[src/rtl/spi_cmd_pkg.sv]
// Shared types and constants for the SPI command bridge.
//   op_e    : command opcode carried in cmd[7:6]
//   state_e : bridge FSM states
//   CMD_*   : bit positions inside the command byte
package spi_cmd_pkg;

   typedef enum logic [1:0] {
      OP_WRITE    = 2'b00,
      OP_READ     = 2'b01,
      OP_SET_ADDR = 2'b10,
      OP_CONTINUE = 2'b11
   } op_e;

   typedef enum logic [2:0] {
      ST_CMD,
      ST_ADDR,
      ST_LEN,
      ST_WR_DATA,
      ST_BUS,
      ST_RD_HOLD,
      ST_DONE
   } state_e;

   localparam int CMD_OP_MSB  = 7;
   localparam int CMD_OP_LSB  = 6;
   localparam int CMD_INC_BIT = 5;
   localparam int CMD_DIR_BIT = 4;
   localparam int CNT_W       = 9;

endpackage

[src/rtl/spi_cmd_addr_ctr.sv]
// Bus address register for the SPI command bridge.
//   sys_clk, reset_n : clock, async active-low reset
//   shift_i, byte_i  : shift one address byte in at the LSB end (MSB-first load)
//   inc_i            : increment by one, wrapping modulo 2^ADDR_WIDTH
//   addr_o           : current address
module spi_cmd_addr_ctr #(
   parameter int ADDR_WIDTH = 17
) (
   input  logic                  sys_clk,
   input  logic                  reset_n,
   input  logic                  shift_i,
   input  logic [7:0]            byte_i,
   input  logic                  inc_i,
   output logic [ADDR_WIDTH-1:0] addr_o
);

   logic [ADDR_WIDTH-1:0] addr_q, addr_d, shifted;

   // Bits pushed past the top fall off, so after ADDR_BYTES shifts the
   // excess high bits of the first byte are gone.
   if (ADDR_WIDTH > 8) begin : g_wide
      assign shifted = {addr_q[ADDR_WIDTH-9:0], byte_i};
   end else begin : g_narrow
      assign shifted = byte_i[ADDR_WIDTH-1:0];
   end

   always_comb begin
      addr_d = addr_q;
      if (shift_i)
         addr_d = shifted;
      else if (inc_i)
         addr_d = addr_q + {{(ADDR_WIDTH-1){1'b0}}, 1'b1};
   end

   always_ff @(posedge sys_clk or negedge reset_n) begin
      if (!reset_n) addr_q <= '0;
      else          addr_q <= addr_d;
   end

   assign addr_o = addr_q;

endmodule

[src/rtl/spi_cmd_bridge.sv]
// SPI command bridge: turns framed command bytes from the SPI receiver into
// bus read/write bursts and returns read data to the SPI transmitter.
//   sys_clk, reset_n         : clock, async active-low reset
//   frame_active             : chip select (synchronous); low aborts the frame
//   rx_byte, rx_valid        : received byte and its one-cycle strobe
//   tx_byte, tx_load         : byte for the next SPI transfer and its update strobe
//   bus_addr/wr_data/we/req  : bus request side; bus_ack/bus_rd_data response
//   busy                     : FSM not in CMD
//   overrun                  : sticky dropped-byte flag, cleared on frame start
//
// state      | meaning
// -----------+----------------------------------------------------
// ST_CMD     | idle, decode next command byte
// ST_ADDR    | shifting in address bytes
// ST_LEN     | waiting for the transfer count
// ST_WR_DATA | waiting for a write data byte
// ST_BUS     | bus request outstanding
// ST_RD_HOLD | read data presented, waiting for the host dummy byte
// ST_DONE    | burst complete, ignore bytes until the frame ends
module spi_cmd_bridge
   import spi_cmd_pkg::*;
#(
   parameter int ADDR_WIDTH = 17
) (
   input  logic                  sys_clk,
   input  logic                  reset_n,
   input  logic                  frame_active,
   input  logic [7:0]            rx_byte,
   input  logic                  rx_valid,
   output logic [7:0]            tx_byte,
   output logic                  tx_load,
   output logic [ADDR_WIDTH-1:0] bus_addr,
   output logic [7:0]            bus_wr_data,
   output logic                  bus_we,
   output logic                  bus_req,
   input  logic                  bus_ack,
   input  logic [7:0]            bus_rd_data,
   output logic                  busy,
   output logic                  overrun
);

   localparam int ADDR_BYTES = (ADDR_WIDTH + 7) / 8;
   localparam int BC_W = (ADDR_BYTES > 1) ? $clog2(ADDR_BYTES) : 1;
   localparam logic [BC_W-1:0] BC_LAST = BC_W'(ADDR_BYTES - 1);

   state_e            state_q, state_d;
   op_e               op_q, op_d;
   logic [CNT_W-1:0]  cnt_q, cnt_d;
   logic [BC_W-1:0]   bcnt_q, bcnt_d;
   logic              inc_q, inc_d;
   logic              rd_q, rd_d;
   logic [7:0]        wr_data_q, wr_data_d;
   logic [7:0]        tx_byte_q, tx_byte_d;
   logic              tx_load_q, tx_load_d;
   logic              overrun_q, overrun_d;
   logic              abort_q, abort_d;
   logic              fa_q;
   logic              addr_shift, addr_inc;

   spi_cmd_addr_ctr #(.ADDR_WIDTH(ADDR_WIDTH)) u_addr (
      .sys_clk (sys_clk),
      .reset_n (reset_n),
      .shift_i (addr_shift),
      .byte_i  (rx_byte),
      .inc_i   (addr_inc),
      .addr_o  (bus_addr)
   );

   always_comb begin
      state_d    = state_q;
      op_d       = op_q;
      cnt_d      = cnt_q;
      bcnt_d     = bcnt_q;
      inc_d      = inc_q;
      rd_d       = rd_q;
      wr_data_d  = wr_data_q;
      tx_byte_d  = tx_byte_q;
      tx_load_d  = 1'b0;
      overrun_d  = overrun_q;
      abort_d    = abort_q;
      addr_shift = 1'b0;
      addr_inc   = 1'b0;

      if (frame_active && !fa_q)
         overrun_d = 1'b0;

      case (state_q)
         ST_CMD: begin
            if (frame_active && rx_valid) begin
               op_d   = op_e'(rx_byte[CMD_OP_MSB:CMD_OP_LSB]);
               inc_d  = rx_byte[CMD_INC_BIT];
               bcnt_d = '0;
               if (op_e'(rx_byte[CMD_OP_MSB:CMD_OP_LSB]) == OP_CONTINUE) begin
                  rd_d    = rx_byte[CMD_DIR_BIT];
                  state_d = ST_LEN;
               end else begin
                  rd_d    = (op_e'(rx_byte[CMD_OP_MSB:CMD_OP_LSB]) == OP_READ);
                  state_d = ST_ADDR;
               end
            end
         end
         ST_ADDR: begin
            if (rx_valid) begin
               addr_shift = 1'b1;
               if (bcnt_q == BC_LAST)
                  state_d = (op_q == OP_SET_ADDR) ? ST_DONE : ST_LEN;
               else
                  bcnt_d = bcnt_q + BC_W'(1);
            end
         end
         ST_LEN: begin
            if (rx_valid) begin
               cnt_d   = (rx_byte == 8'd0) ? 9'd256 : {1'b0, rx_byte};
               state_d = rd_q ? ST_BUS : ST_WR_DATA;
            end
         end
         ST_WR_DATA: begin
            if (rx_valid) begin
               wr_data_d = rx_byte;
               state_d   = ST_BUS;
            end
         end
         ST_BUS: begin
            if (rx_valid)
               overrun_d = 1'b1;
            if (!frame_active)
               abort_d = 1'b1;
            if (bus_ack) begin
               addr_inc = inc_q;
               cnt_d    = cnt_q - 9'd1;
               abort_d  = 1'b0;
               // A frame that ended while the request was pending finishes
               // the bus cycle silently and returns straight to CMD.
               if (abort_q || !frame_active) begin
                  state_d = ST_CMD;
               end else begin
                  if (rd_q) begin
                     tx_byte_d = bus_rd_data;
                     tx_load_d = 1'b1;
                  end
                  if (cnt_q != 9'd1)
                     state_d = rd_q ? ST_RD_HOLD : ST_WR_DATA;
                  else
                     state_d = ST_DONE;
               end
            end
         end
         ST_RD_HOLD: begin
            if (rx_valid)
               state_d = ST_BUS;
         end
         ST_DONE: ;
         default: state_d = ST_CMD;
      endcase

      if (!frame_active && state_q != ST_BUS)
         state_d = ST_CMD;
   end

   always_ff @(posedge sys_clk or negedge reset_n) begin
      if (!reset_n) begin
         state_q   <= ST_CMD;
         op_q      <= OP_WRITE;
         cnt_q     <= '0;
         bcnt_q    <= '0;
         inc_q     <= 1'b0;
         rd_q      <= 1'b0;
         wr_data_q <= '0;
         tx_byte_q <= '0;
         tx_load_q <= 1'b0;
         overrun_q <= 1'b0;
         abort_q   <= 1'b0;
         fa_q      <= 1'b0;
      end else begin
         state_q   <= state_d;
         op_q      <= op_d;
         cnt_q     <= cnt_d;
         bcnt_q    <= bcnt_d;
         inc_q     <= inc_d;
         rd_q      <= rd_d;
         wr_data_q <= wr_data_d;
         tx_byte_q <= tx_byte_d;
         tx_load_q <= tx_load_d;
         overrun_q <= overrun_d;
         abort_q   <= abort_d;
         fa_q      <= frame_active;
      end
   end

   assign bus_req     = (state_q == ST_BUS);
   assign bus_we      = (state_q == ST_BUS) && !rd_q;
   assign bus_wr_data = wr_data_q;
   assign busy        = (state_q != ST_CMD);
   assign overrun     = overrun_q;
   assign tx_byte     = tx_byte_q;
   assign tx_load     = tx_load_q;

endmodule

[config.mk]
export PLATFORM = sky130hd
export DESIGN_NAME = spi_cmd_bridge
export DESIGN_NICKNAME = d
export VERILOG_FILES = /design/src/rtl/spi_cmd_pkg.sv /design/src/rtl/spi_cmd_addr_ctr.sv /design/src/rtl/spi_cmd_bridge.sv
export SDC_FILE = /design/constraint.sdc
export NUM_CORES = 1
export LEC_CHECK = 0
export ABC_AREA = 0
export ABC_CLOCK_PERIOD_IN_PS = 2200
export BUFFER_PORTS_ARGS = -buffer_cell sky130_fd_sc_hd__buf_2
export CAP_MARGIN = 20
export CORE_MARGIN = 4
export CORE_UTILIZATION = 49
export DETAILED_ROUTE_END_ITERATION = 6
export HOLD_SLACK_MARGIN = 0.08
export PLACE_DENSITY = 0.85
export SYNTH_ARGS = -nofsm -noshare
export SYNTH_HDL_FRONTEND = slang
export SYNTH_SLANG_ARGS = --single-unit
[constraint.sdc]
create_clock -name sys_clk -period 2.2 [get_ports sys_clk]
set_clock_uncertainty 0.05 [all_clocks]
set_input_delay 0.44 -clock sys_clk [delete_from_list [all_inputs] [get_ports sys_clk]]
set_output_delay 0.44 -clock sys_clk [all_outputs]
set_load 0.02 [all_outputs]
# Word-level counts from Yosys, hierarchy flattened
# Cells that the tools add are included.
# op_classes
n_addsub	3
n_eq_ne	25
mux	38
bitwise	1
reduce_logical	22
# op_table
cell	count
$mux W3	12
$mux W17	2
$mux W9	3
$pmux W3 S6	1
$pmux W9 S2	1
$add A17 B1 Y17 const B	1
$ne A3 B3 Y1 const B	5
$mux W1	14
$ne A2 B2 Y1 const B	5
$eq A3 B3 Y1 const B	3
$ne A9 B1 Y1 const B	1
$sub A9 B1 Y9 const B	1
$logic_not A8 Y1	1
$mux W2	4
$reduce_and A4 Y1	2
$reduce_and A7 Y1	1
$eq A2 B2 Y1 const B	3
$eq A3 B2 Y1 const B	2
$ne A3 B1 Y1 const B	2
$reduce_and A2 Y1	3
$reduce_bool A2 Y1	3
$logic_and A1 B1 Y1	4
$ne A2 B1 Y1 const B	2
$pmux W2 S2	1
other kinds (10)	12
# totals
regBits	55
output_inout_bits	38

# Logic depth before layout (Yosys ltp)
# Gate-level depths: netlist of the first run.
# logic_depth
depth_word	6
mapped_depth	7
ltp_nobuf	6

# By module
# A second synthesis of the first run with hierarchy kept.
# hier_totals
hier_cells	295
area_unflattened_um2	2856.5
# modules_own_cells
mod	n_inst	cells_per_inst	area_each_um2	seq_area_each_um2
spi_cmd_bridge	1	195	1924.3	950.9
spi_cmd_addr_ctr	1	100	932.1	425.4

# Worst setup path before layout of the first run
# No wires, ideal clock.
# synth_timing
kind	reg2reg
from	reg state_q[1]
to	reg u_addr.addr_q[11] (netlist: u_addr.addr_o[11])
setup_ps	126
arrival_time_ps	2075
setup_slack_ps	-51
path_stages_with_launch	7
n_path_buf	1
path_cell_list	dfrtp_1 > or3b_1 > buf_2 > or4_4 > nor4_2 > nor3_1 > a221o_1
# synth_between
elab_chain_len	3
# synth_lines
element	line_no	rtl
start: declaration	spi_cmd_bridge.sv:46	state_e state_q, state_d;
start signal: assignment	spi_cmd_bridge.sv:175	state_q <= state_d;
$eq A3 B1 Y1 or $eq A3 B3 Y1 (tied branches)	spi_cmd_bridge.sv:87	case (state_q)
$mux W1	spi_cmd_bridge.sv:87	
$mux W17 or $reduce_bool A2 Y1 (tied branches)	-	
end signal: assignment	spi_cmd_addr_ctr.sv:37	else addr_q <= addr_d;
end: declaration	spi_cmd_addr_ctr.sv:17	logic [ADDR_WIDTH-1:0] addr_q, addr_d, shifted;
# Parallel ways exist; a longest one is shown, timed or not.
# A chain may end at the register's enable or synchronous reset.

# Final worst setup path of the first run
# layout_timing
from	reg state_q[1]
to	out bus_req
# layout_between
elab_chain_len	1
# layout_lines
element	line_no	rtl
$eq A3 B3 Y1	spi_cmd_bridge.sv:190	assign bus_req = (state_q == ST_BUS);
end: declaration	spi_cmd_bridge.sv:35	output logic bus_req,
# No other way between the ends.

==> impl_metrics.py, run 1 <==
metrics = {
    "placement": {
        "port_buffers": 58,
        "finalWeightedCongestion": 0.868,
        "dp_hpwl_mm": 5.28,
        "detailed_place.area_sq_um": 3360,
    },
    "floorplan": {
        "die_height_um": 85.1,
        "placement_rows": 27,
        "floorplan.initialDensity_pct": 51.6,
        "fp.coreArea_sq_um": 5640,
        "ioPinCount": 59,
        "die_x_um": 85.1,
        "die_area_sq_um": 7240,
    },
    "timing": {
        "final.min_clock_period_ps": 2130,
        "fin_setup_tns_ps": 0,
        "worst_slew_margin_rel_pct": 47.6,
        "hold_slack_ps": 298,
        "worst_slew_pin_slew_ps": 784,
        "fin_crit_sh_pct": 96.8,
        "setup_viol_count_final": 0,
        "hold_violations": 0,
        "clock.fmax_mhz": 469,
        "grt_setup_unrepaired": "no",
        "slew_violations": 0,
    },
    "detailed_routing": {
        "routed_via_density": 6.06,
        "antenna_left": 0,
        "route.detailed.drc": 0,
        "first_drt_pass_iteration_count": 5,
        "routedWlPerCell_um": 16.8,
        "detail_route.iter0.violations": 334,
        "dr_vias": 2704,
        "routed_wirelength_mm": 7.48,
    },
    "logic_synthesis": {
        "synth.top_cells.by_count": "sky130_fd_sc_hd__dfrtp_1 (55), sky130_fd_sc_hd__nand2_1 (34), sky130_fd_sc_hd__nor2_1 (29), sky130_fd_sc_hd__o21ai_0 (23), sky130_fd_sc_hd__mux2_2 (17)",
        "synthDistinctLibCells": 50,
        "synth-warning-count": 0,
        "syn_area_sq_um": 2910,
        "top_cell_type_by_total_area_after_synthesis": "sky130_fd_sc_hd__dfrtp_1",
        "mappedNetlistNets": 333,
        "synth.area.top_cells": "sky130_fd_sc_hd__dfrtp_1 (47%), sky130_fd_sc_hd__mux2_2 (6.6%), sky130_fd_sc_hd__nand2_1 (4.4%)",
        "yosysMostFrequentCell": "sky130_fd_sc_hd__dfrtp_1",
        "synth_edf_count": 0,
        "syn_area_per_cell_sq_um": 9.46,
        "yosys.area.top_type_share_pct": 47.3,
        "synthesis.instances": 308,
        "synth_seq_cells": 55,
        "synthArstFlopShare_pct": 100,
        "ys_dominant_reg_cell": "sky130_fd_sc_hd__dfrtp_1",
        "sequential_fraction_of_the_synthesis_area_pct": 47.3,
    },
    "setup_path": {
        "reg2reg_from": "state_q[1]$_DFFE_PN0P_",
        "worst_ep_arrival_time_ps": 1640,
        "timing.reg2reg.worst_path_depth": 5,
        "crit_fanout": 20,
        "critical_path.startpoint": "state_q[1]$_DFFE_PN0P_",
        "timing.critical_path.from_type": "flip-flop",
        "timing.setup.critical_path_class": "flip-flop to output port",
        "end_kind": "output port",
        "cp_data_required_time_ps": 1710,
    },
    "power": {
        "total_power_mw": 4.45,
        "max-vdd-ir-drop_mv": 0.597,
        "pwr_density_cell_nw_per_um2": 1280,
        "leakage_nw": 1.64,
    },
    "global_route": {
        "grt_start_max_net_pins": 56,
        "globalRouteTotalUtil_pct": 21.4,
        "antenna_violations_before_repair": 0,
        "grt_first_pass_wirelength_mm": 12.6,
        "grt_remaining_overflow": 0,
        "first_global_vias": 2621,
    },
    "clock_tree": {
        "cts_max_level": 2,
        "clock-sinks": 55,
        "ctsLongestPathBuffers": 2,
        "number_of_buffers_created_by_cts": 5,
        "clock_tree_from_tritoncts": "built",
        "worst_setup_hold_path_clk_slew_ps": 100,
        "buffer_type_at_the_clock_tree_root": "sky130_fd_sc_hd__clkbuf_8",
        "clkLatencyLatePin_ps": 310,
    },
    "layout": {
        "final_core_utilization_pct": 61.5,
        "final_layout_net_count": 398,
        "seq_area_sq_um": 1380,
        "fin_area_sq_um": 3470,
        "antenna_cells_inserted": 0,
        "drive_above_1_share_pct": 28.1,
        "flow.area_growth_from_synthesis_pct": 19.2,
        "multi_input_comb_area_sq_um": 1460,
        "n_fill_cell": 457,
    },
    "worst_hold_path": {
        "hold_start": "bus_rd_data[1]",
        "hold_path_depth": 2,
        "path_class_of_the_lowest_slack_min_delay_path": "input port to flip-flop",
    },
    "outcome": {
        "status": "finished clean",
    },
    "job": {
        "timing.max_cap.violations": 0,
    },
}
critical path: stages (launching register included):
cell and delay [ps]:
sky130_fd_sc_hd__dfrtp_1 390, sky130_fd_sc_hd__or3b_4 430, sky130_fd_sc_hd__buf_6 180, sky130_fd_sc_hd__inv_4 130
sky130_fd_sc_hd__buf_2 190
path summary, 6_finish.rpt:
check | endpoint | slack (ps)
max | bus_req | 70
min | tx_byte[1]$_DFFE_PN0P_ | 300
max reg2reg | u_addr.addr_o[15]$_DFFE_PN0P_ | 90
min reg2reg | tx_byte[0]$_DFFE_PN0P_ | 460
max in group asynchronous | u_addr.addr_o[3]$_DFFE_PN0P_ | 1260
min in group asynchronous | cnt_q[6]$_DFFE_PN0P_ | 590
cell usage in the layout (no fill, tap or decap), drive strengths merged, types with 2 or more instances in the layout:
cell type	instances
a211oi	3
a221o	5
a21o	4
a22oi	4
nand3	14
nand4b	3
a21oi	13
dfrtp	55
nand3b	2
o211ai	8
nor2b	3
o2bb2ai	2
nor4	3
mux2i	2
nand4	5
o22ai	2
nor3b	4
a31oi	3
and3	4
o22a	2
mux2	17
o311ai	2
nand2	34
xor2	2
and4	2
a22o	2
nor2	30
or3	4
nor3	10
buf	71
clkbuf	7
inv	10
or2	2
ha	4
o21ai	23
kinds of logic after synthesis:
kind of cell             share of synthesized area, %
AND/OR/NAND/NOR                                  21.9
AO/OA/AOI/OAI                                    17.8
flip-flops                                       47.3
buffers and inverters                            3.18
multiplexers                                     7.26
adder cells (fa/ha/maj)                          1.72
XOR/XNOR                                        0.902
state kept, by name, indices dropped and copies added (netlist names), 2 cells and up:
signal and count:
u_addr.addr_o 17, bcnt_q 2, cnt_q 9, tx_byte 8, op_q 2, bus_wr_data 8, state_q 3
routing by layer:
metal	vias up	share of wire, %	track usage [%]	routed length, um
li1	1260	-	-	-
met1	1326	41	29.1	3090
met2	110	51	35.0	3790
met3	8	6.6	3.40	493
met4	0	1.4	6.76	102
met5	-	0	0	0
area by class of cell:
cell class	instances	share of cell area (%)
Tap cell	72	2.59
Clock inverter	1	0.252
Clock buffer	7	2.49
Multi-Input combinational cell	229	41.9
Sequential cell	55	39.6
Timing Repair Buffer	72	11.9
Inverter	10	1.15
metrics by stage:
step | setup WS [ps] | std cells
final | 69.9 | 446
after global placement | 116 | 437
after floorplan | 76.7 | 308
after CTS | 5.91 | 446
after global routing | 20.9 | 446
after detailed placement | 72.7 | 437
power by group:
part | switching (mW) | internal, mW
sequential | 0.393 | 1.40
combinational | 1.22 | 0.842
clock | 0.336 | 0.259
timing repair:
| action | in CTS | in global routing |
|---|---|---|
| setup buffers | 0 | 0 |
| hold buffers | 1 | 0 |
| endpoints found under the setup margin | 1 | 13 |
| endpoints found under the hold margin | 55 | 0 |
| resized for setup | 2 | 2 |
| pin swaps | 0 | 0 |
Power figures use the tool's default switching activity.
==> run 2: changes to the inputs <==
--- a/config.mk
+++ b/config.mk
@@ -6,14 +6,14 @@
 export NUM_CORES = 1
 export LEC_CHECK = 0
 export ABC_AREA = 0
-export ABC_CLOCK_PERIOD_IN_PS = 2200
+export ABC_CLOCK_PERIOD_IN_PS = 2500
 export BUFFER_PORTS_ARGS = -buffer_cell sky130_fd_sc_hd__buf_2
 export CAP_MARGIN = 20
 export CORE_MARGIN = 4
-export CORE_UTILIZATION = 49
+export CORE_UTILIZATION = 57
 export DETAILED_ROUTE_END_ITERATION = 6
 export HOLD_SLACK_MARGIN = 0.08
-export PLACE_DENSITY = 0.85
+export PLACE_DENSITY = 0.92
 export SYNTH_ARGS = -nofsm -noshare
 export SYNTH_HDL_FRONTEND = slang
 export SYNTH_SLANG_ARGS = --single-unit
==> constraint.sdc (replaced) <==
create_clock -name sys_clk -period 2.5 [get_ports sys_clk]
set_clock_uncertainty 0.05 [all_clocks]
set_input_delay 0.5 -clock sys_clk [delete_from_list [all_inputs] [get_ports sys_clk]]
set_output_delay 0.5 -clock sys_clk [all_outputs]
set_load 0.02 [all_outputs]
==> impl_metrics.py, run 2 (synthesis results as in run 1) <==
metrics = {
    "timing": {
        "slew_violations": 0,
        "setup_viol_count_final": 0,
        "postLayoutSetupSlackWorst_ps": 129,
        "fin_setup_tns_ps": 0,
        "final.min_clock_period_ps": 2370,
        "worst_slew_pin_slew_ps": 850,
        "clock.fmax_mhz": 422,
        "fin_crit_sh_pct": 94.8,
        "hold_violations": 0,
        "worst_slew_margin_rel_pct": 43.3,
        "grt_setup_unrepaired": "no",
    },
    "setup_path": {
        "worst_ep_arrival_time_ps": 2520,
        "cp_data_required_time_ps": 2650,
        "reg2reg_from": "state_q[1]$_DFFE_PN0P_",
        "timing.reg2reg.setup_slack_ps": 130,
        "end_kind": "flip-flop",
        "timing.critical_path.from_type": "flip-flop",
        "crit_fanout": 22,
        "timing.setup.critical_path_class": "flip-flop to flip-flop",
        "timing.reg2reg.worst_path_depth": 5,
        "reg2reg_to": "tx_byte[7]$_DFFE_PN0P_",
    },
    "global_route": {
        "grt_remaining_overflow": 0,
        "grt_first_pass_wirelength_mm": 12.3,
        "antenna_violations_before_repair": 0,
        "first_global_vias": 2618,
        "globalRouteTotalUtil_pct": 24.6,
        "grt_start_max_net_pins": 39,
    },
    "clock_tree": {
        "number_of_buffers_created_by_cts": 5,
        "worst_setup_hold_path_clk_slew_ps": 90,
        "clock_tree_from_tritoncts": "built",
        "setup_fix_bufs_post_cts": 0,
        "ctsResizeCount": 0,
        "total_of_hold_buffers_inserted_after_clock_tree_synthesis": 0,
        "ctsLongestPathBuffers": 2,
        "clkLatencyLatePin_ps": 310,
        "clock-sinks": 55,
        "buffer_type_at_the_clock_tree_root": "sky130_fd_sc_hd__clkbuf_8",
        "cts_max_level": 2,
    },
    "detailed_routing": {
        "routed-wl-met3_um": 524,
        "detail_route.iter0.violations": 247,
        "first_drt_pass_iteration_count": 5,
        "met2WireLength_mm": 3.49,
        "dr_vias": 2665,
        "routedWlPerCell_um": 16.3,
        "antenna_left": 0,
        "route.detailed.drc": 0,
        "routed_wirelength_mm": 7.16,
        "routedLengthMet1_mm": 3.03,
        "highest-signal-layer": "met4",
        "routed_via_density": 6.08,
    },
    "floorplan": {
        "floorplan.initialDensity_pct": 60.1,
        "die_height_um": 79.5,
        "ioPinCount": 59,
        "fp.coreArea_sq_um": 4850,
        "die_area_sq_um": 6320,
        "die_x_um": 79.5,
        "placement_rows": 25,
    },
    "layout": {
        "final_layout_net_count": 395,
        "fin_area_sq_um": 3400,
        "layout_common_cells": "sky130_fd_sc_hd__buf_2 (58), sky130_fd_sc_hd__dfrtp_1 (55), sky130_fd_sc_hd__nand2_1 (34), sky130_fd_sc_hd__nor2_1 (29), sky130_fd_sc_hd__o21ai_0 (23)",
        "drive_above_1_share_pct": 27.2,
        "flow.area_growth_from_synthesis_pct": 16.7,
        "mostFrequentLayoutCell": "sky130_fd_sc_hd__buf_2",
        "largest_register_ffs": 17,
        "antenna_cells_inserted": 0,
    },
    "placement": {
        "finalWeightedCongestion": 0.878,
        "detailedPlace.worstSlack_ps": 184,
        "port_buffers": 58,
        "dp_hpwl_mm": 5.16,
        "detailed_place.area_sq_um": 3310,
    },
    "outcome": {
        "status": "finished clean",
    },
    "worst_hold_path": {
        "path_class_of_the_lowest_slack_min_delay_path": "input port to async pin",
    },
    "power": {
        "leakage_nw": 1.59,
        "pwr_density_cell_nw_per_um2": 1120,
        "max-vdd-ir-drop_mv": 0.733,
    },
    "job": {
        "timing.max_cap.violations": 0,
    },
}
-- run 2: layer usage --
metal,global-route usage [%],vias up
met5,0,-
met4,7.73,0
met3,5.30,13
met2,39.9,105
met1,33.1,1295
li1,-,1252
-- run 2: power breakdown --
group          switching (mW)  internal (mW)  total [mW]  leakage, nW
combinational            1.04          0.703        1.75        0.846
sequential              0.349           1.24        1.58        0.708
clock                   0.285          0.196       0.481       0.0412
total                    1.68           2.14        3.81         1.59
-- run 2: worst max-delay path, stage by stage (launching register included) --
cell and delay, ps:
sky130_fd_sc_hd__dfrtp_1 390, sky130_fd_sc_hd__or3b_1 420, sky130_fd_sc_hd__buf_4 230, sky130_fd_sc_hd__nor3b_1 320
sky130_fd_sc_hd__and3_1 470, sky130_fd_sc_hd__mux2_2 390
-- run 2: how the worst max path moves through the flow --
stage                                 startpoint                             to  slack (ps)  cells past startpoint
after floorplan           state_q[1]$_DFFE_PN0P_  u_addr.addr_o[11]$_DFFE_PN0P_         250                      6
after global placement    state_q[1]$_DFFE_PN0P_         tx_byte[1]$_DFFE_PN0P_         240                      5
after detailed placement  state_q[1]$_DFFE_PN0P_         tx_byte[2]$_DFFE_PN0P_         180                      5
after CTS                 state_q[1]$_DFFE_PN0P_         tx_byte[0]$_DFFE_PN0P_         160                      5
after global routing      state_q[1]$_DFFE_PN0P_         tx_byte[0]$_DFFE_PN0P_          50                      5
final                     state_q[1]$_DFFE_PN0P_         tx_byte[7]$_DFFE_PN0P_         130                      5
-- run 2: cell type report --
| type | count | area [sq um] |
|---|---|---|
| fill | 384 | 1450 |
| multi-input combinational | 229 | 1440 |
| sequential | 55 | 1380 |
| timing repair buffer | 69 | 373 |
| tap | 67 | 83.8 |
| clock buffer | 6 | 72.6 |
| inverter | 10 | 37.5 |
| clock inverter | 2 | 12.5 |
-- run 2: metrics by stage --
stage	util (%)	cells	power, mW	hold WS [ps]
2_1_floorplan	-	308	2.74	154
3_3_place_gp	68.4	430	3.26	404
3_5_place_dp	68.4	430	3.34	413
4_1_cts	70.1	438	3.82	255
5_1_grt	70.1	438	4.10	287
6_report	70.1	438	3.81	238
==> run 3: changes to the inputs <==
--- a/config.mk
+++ b/config.mk
@@ -9,6 +9,7 @@
 export ABC_CLOCK_PERIOD_IN_PS = 2500
 export BUFFER_PORTS_ARGS = -buffer_cell sky130_fd_sc_hd__buf_2
 export CAP_MARGIN = 20
+export CORE_ASPECT_RATIO = 0.6
 export CORE_MARGIN = 4
 export CORE_UTILIZATION = 57
 export DETAILED_ROUTE_END_ITERATION = 6
==> impl_metrics.py, run 3 (synthesis results as in run 1) <==
metrics = {
    "clock_tree": {
        "clock_tree_from_tritoncts": "built",
        "setup_fix_bufs_post_cts": 0,
        "worst_setup_hold_path_clk_slew_ps": 100,
        "number_of_buffers_created_by_cts": 5,
        "buffer_type_at_the_clock_tree_root": "sky130_fd_sc_hd__clkbuf_8",
        "ctsLongestPathBuffers": 2,
        "clock-sinks": 55,
        "cts_max_level": 2,
        "clkLatencyLatePin_ps": 320,
    },
    "setup_path": {
        "cp_data_required_time_ps": 1950,
        "end_kind": "output port",
        "timing.reg2reg.worst_path_depth": 5,
        "crit_fanout": 22,
        "reg2reg_from": "state_q[1]$_DFFE_PN0P_",
        "reg2reg_to": "tx_byte[6]$_DFFE_PN0P_",
        "timing.critical_path.from_type": "flip-flop",
        "worst_ep_arrival_time_ps": 1750,
        "timing.setup.critical_path_class": "flip-flop to output port",
        "timing.reg2reg.setup_slack_ps": 200,
    },
    "detailed_routing": {
        "antenna_left": 0,
        "first_drt_pass_iteration_count": 5,
        "dr_vias": 2809,
        "detail_route.iter0.violations": 374,
        "routedWlPerCell_um": 18.9,
        "routed_via_density": 6.47,
        "route.detailed.drc": 0,
        "routed_wirelength_mm": 8.19,
    },
    "global_route": {
        "grt_remaining_overflow": 0,
        "first_global_vias": 2648,
        "global_route.peak_usage_layer": "met2",
        "globalRouteTotalUtil_pct": 26.8,
        "grt_util_met3_pct": 8.49,
        "grt_util_met1_pct": 38.2,
        "globalRouteMet2Util_pct": 39.6,
        "grt_start_max_net_pins": 23,
        "antenna_violations_before_repair": 0,
        "grt_first_pass_wirelength_mm": 13.5,
    },
    "timing": {
        "setup_viol_count_final": 0,
        "fin_crit_sh_pct": 92.1,
        "slew_violations": 0,
        "final.min_clock_period_ps": 2300,
        "fin_setup_tns_ps": 0,
        "worst_slew_margin_rel_pct": 48.3,
        "clock.fmax_mhz": 434,
        "hold_violations": 0,
        "hold_slack_ps": 361,
        "worst_slew_pin_slew_ps": 773,
        "grt_setup_unrepaired": "no",
    },
    "layout": {
        "flow.area_growth_from_synthesis_pct": 17.6,
        "layout_common_cells": "sky130_fd_sc_hd__buf_2 (58), sky130_fd_sc_hd__dfrtp_1 (55), sky130_fd_sc_hd__nand2_1 (34), sky130_fd_sc_hd__nor2_1 (29), sky130_fd_sc_hd__o21ai_0 (23)",
        "largest_register_ffs": 17,
        "final_instance_count_excl_fillers": 434,
        "final_layout_net_count": 395,
        "antenna_cells_inserted": 0,
        "drive_above_1_share_pct": 27.2,
        "mostFrequentLayoutCell": "sky130_fd_sc_hd__buf_2",
    },
    "floorplan": {
        "floorplan.initialDensity_pct": 61.3,
        "placement_rows": 19,
        "ioPinCount": 59,
        "die_area_sq_um": 6360,
        "die_x_um": 100,
        "die_height_um": 63.4,
        "fp.coreArea_sq_um": 4750,
    },
    "job": {
        "timing.max_cap.violations": 0,
    },
    "worst_hold_path": {
        "hold_path_depth": 2,
        "hold_start": "bus_rd_data[2]",
        "worstHoldEndpoint": "tx_byte[2]$_DFFE_PN0P_",
        "path_class_of_the_lowest_slack_min_delay_path": "input port to flip-flop",
    },
    "power": {
        "pwr_density_cell_nw_per_um2": 1160,
        "total_power_mw": 3.98,
        "leakage_nw": 1.61,
        "max-vdd-ir-drop_mv": 0.730,
    },
    "outcome": {
        "status": "finished clean",
    },
    "placement": {
        "finalWeightedCongestion": 0.939,
        "place.detailed.instances": 425,
        "port_buffers": 58,
        "dp_hpwl_mm": 6.04,
    },
}
-- run 3: timing repair --
action,in CTS,in global routing
hold buffers,1,0
gates resized for setup,0,1
endpoints found under the hold margin,16,0
endpoints found under the setup margin,0,1
-- run 3: worst max-delay path by stage --
stage	from	end	slack [ps]	depth (start not counted)
5_1_grt	state_q[1]$_DFFE_PN0P_	tx_byte[4]$_DFFE_PN0P_	90	5
3_5_place_dp	state_q[1]$_DFFE_PN0P_	tx_byte[6]$_DFFE_PN0P_	170	5
2_1_floorplan	state_q[1]$_DFFE_PN0P_	u_addr.addr_o[11]$_DFFE_PN0P_	250	6
4_1_cts	state_q[1]$_DFFE_PN0P_	tx_byte[6]$_DFFE_PN0P_	160	5
6_report	state_q[1]$_DFFE_PN0P_	bus_req	200	4
3_3_place_gp	state_q[1]$_DFFE_PN0P_	tx_byte[7]$_DFFE_PN0P_	290	5
-- run 3: through the flow --
step / worst slack, ps / util, % / area (sq um)
after CTS: 157 / 72.0 / 3420
final: 197 / 72.0 / 3420
after global routing: 85.5 / 72.0 / 3420
after detailed placement: 173 / 69.4 / 3300
after floorplan: 249 / - / 2910
after global placement: 295 / 69.4 / 3300
-- run 3: power breakdown --
part	internal, mW	leakage [nW]	switching (mW)	total (mW)
Clock	0.303	0.0558	0.296	0.599
Sequential	1.24	0.708	0.381	1.62
Combinational	0.693	0.844	1.08	1.77
Total	2.23	1.61	1.75	3.98
-- run 3: per-layer routing --
layer / up-vias / share of wire, % / wire length, um
li1: 1267 / - / -
met1: 1297 / 40 / 3300
met2: 221 / 44 / 3570
met3: 24 / 14 / 1180
met4: 0 / 1.6 / 131
met5: - / 0 / 0
-- run 3: critical path: stages, from the launching register on --
cell                      delay (ps)
sky130_fd_sc_hd__dfrtp_1         400
sky130_fd_sc_hd__or3b_1          410
sky130_fd_sc_hd__buf_4           230
sky130_fd_sc_hd__inv_2           190
sky130_fd_sc_hd__buf_2           200
-- run 3: final cells by class --
| type | instances | area (sq um) |
|---|---|---|
| multi-input combinational | 229 | 1450 |
| clock buffer | 6 | 72.6 |
| timing repair buffer | 69 | 375 |
| tap | 63 | 78.8 |
| clock inverter | 2 | 38.8 |
| fill | 352 | 1330 |
| sequential | 55 | 1380 |
| inverter | 10 | 37.5 |
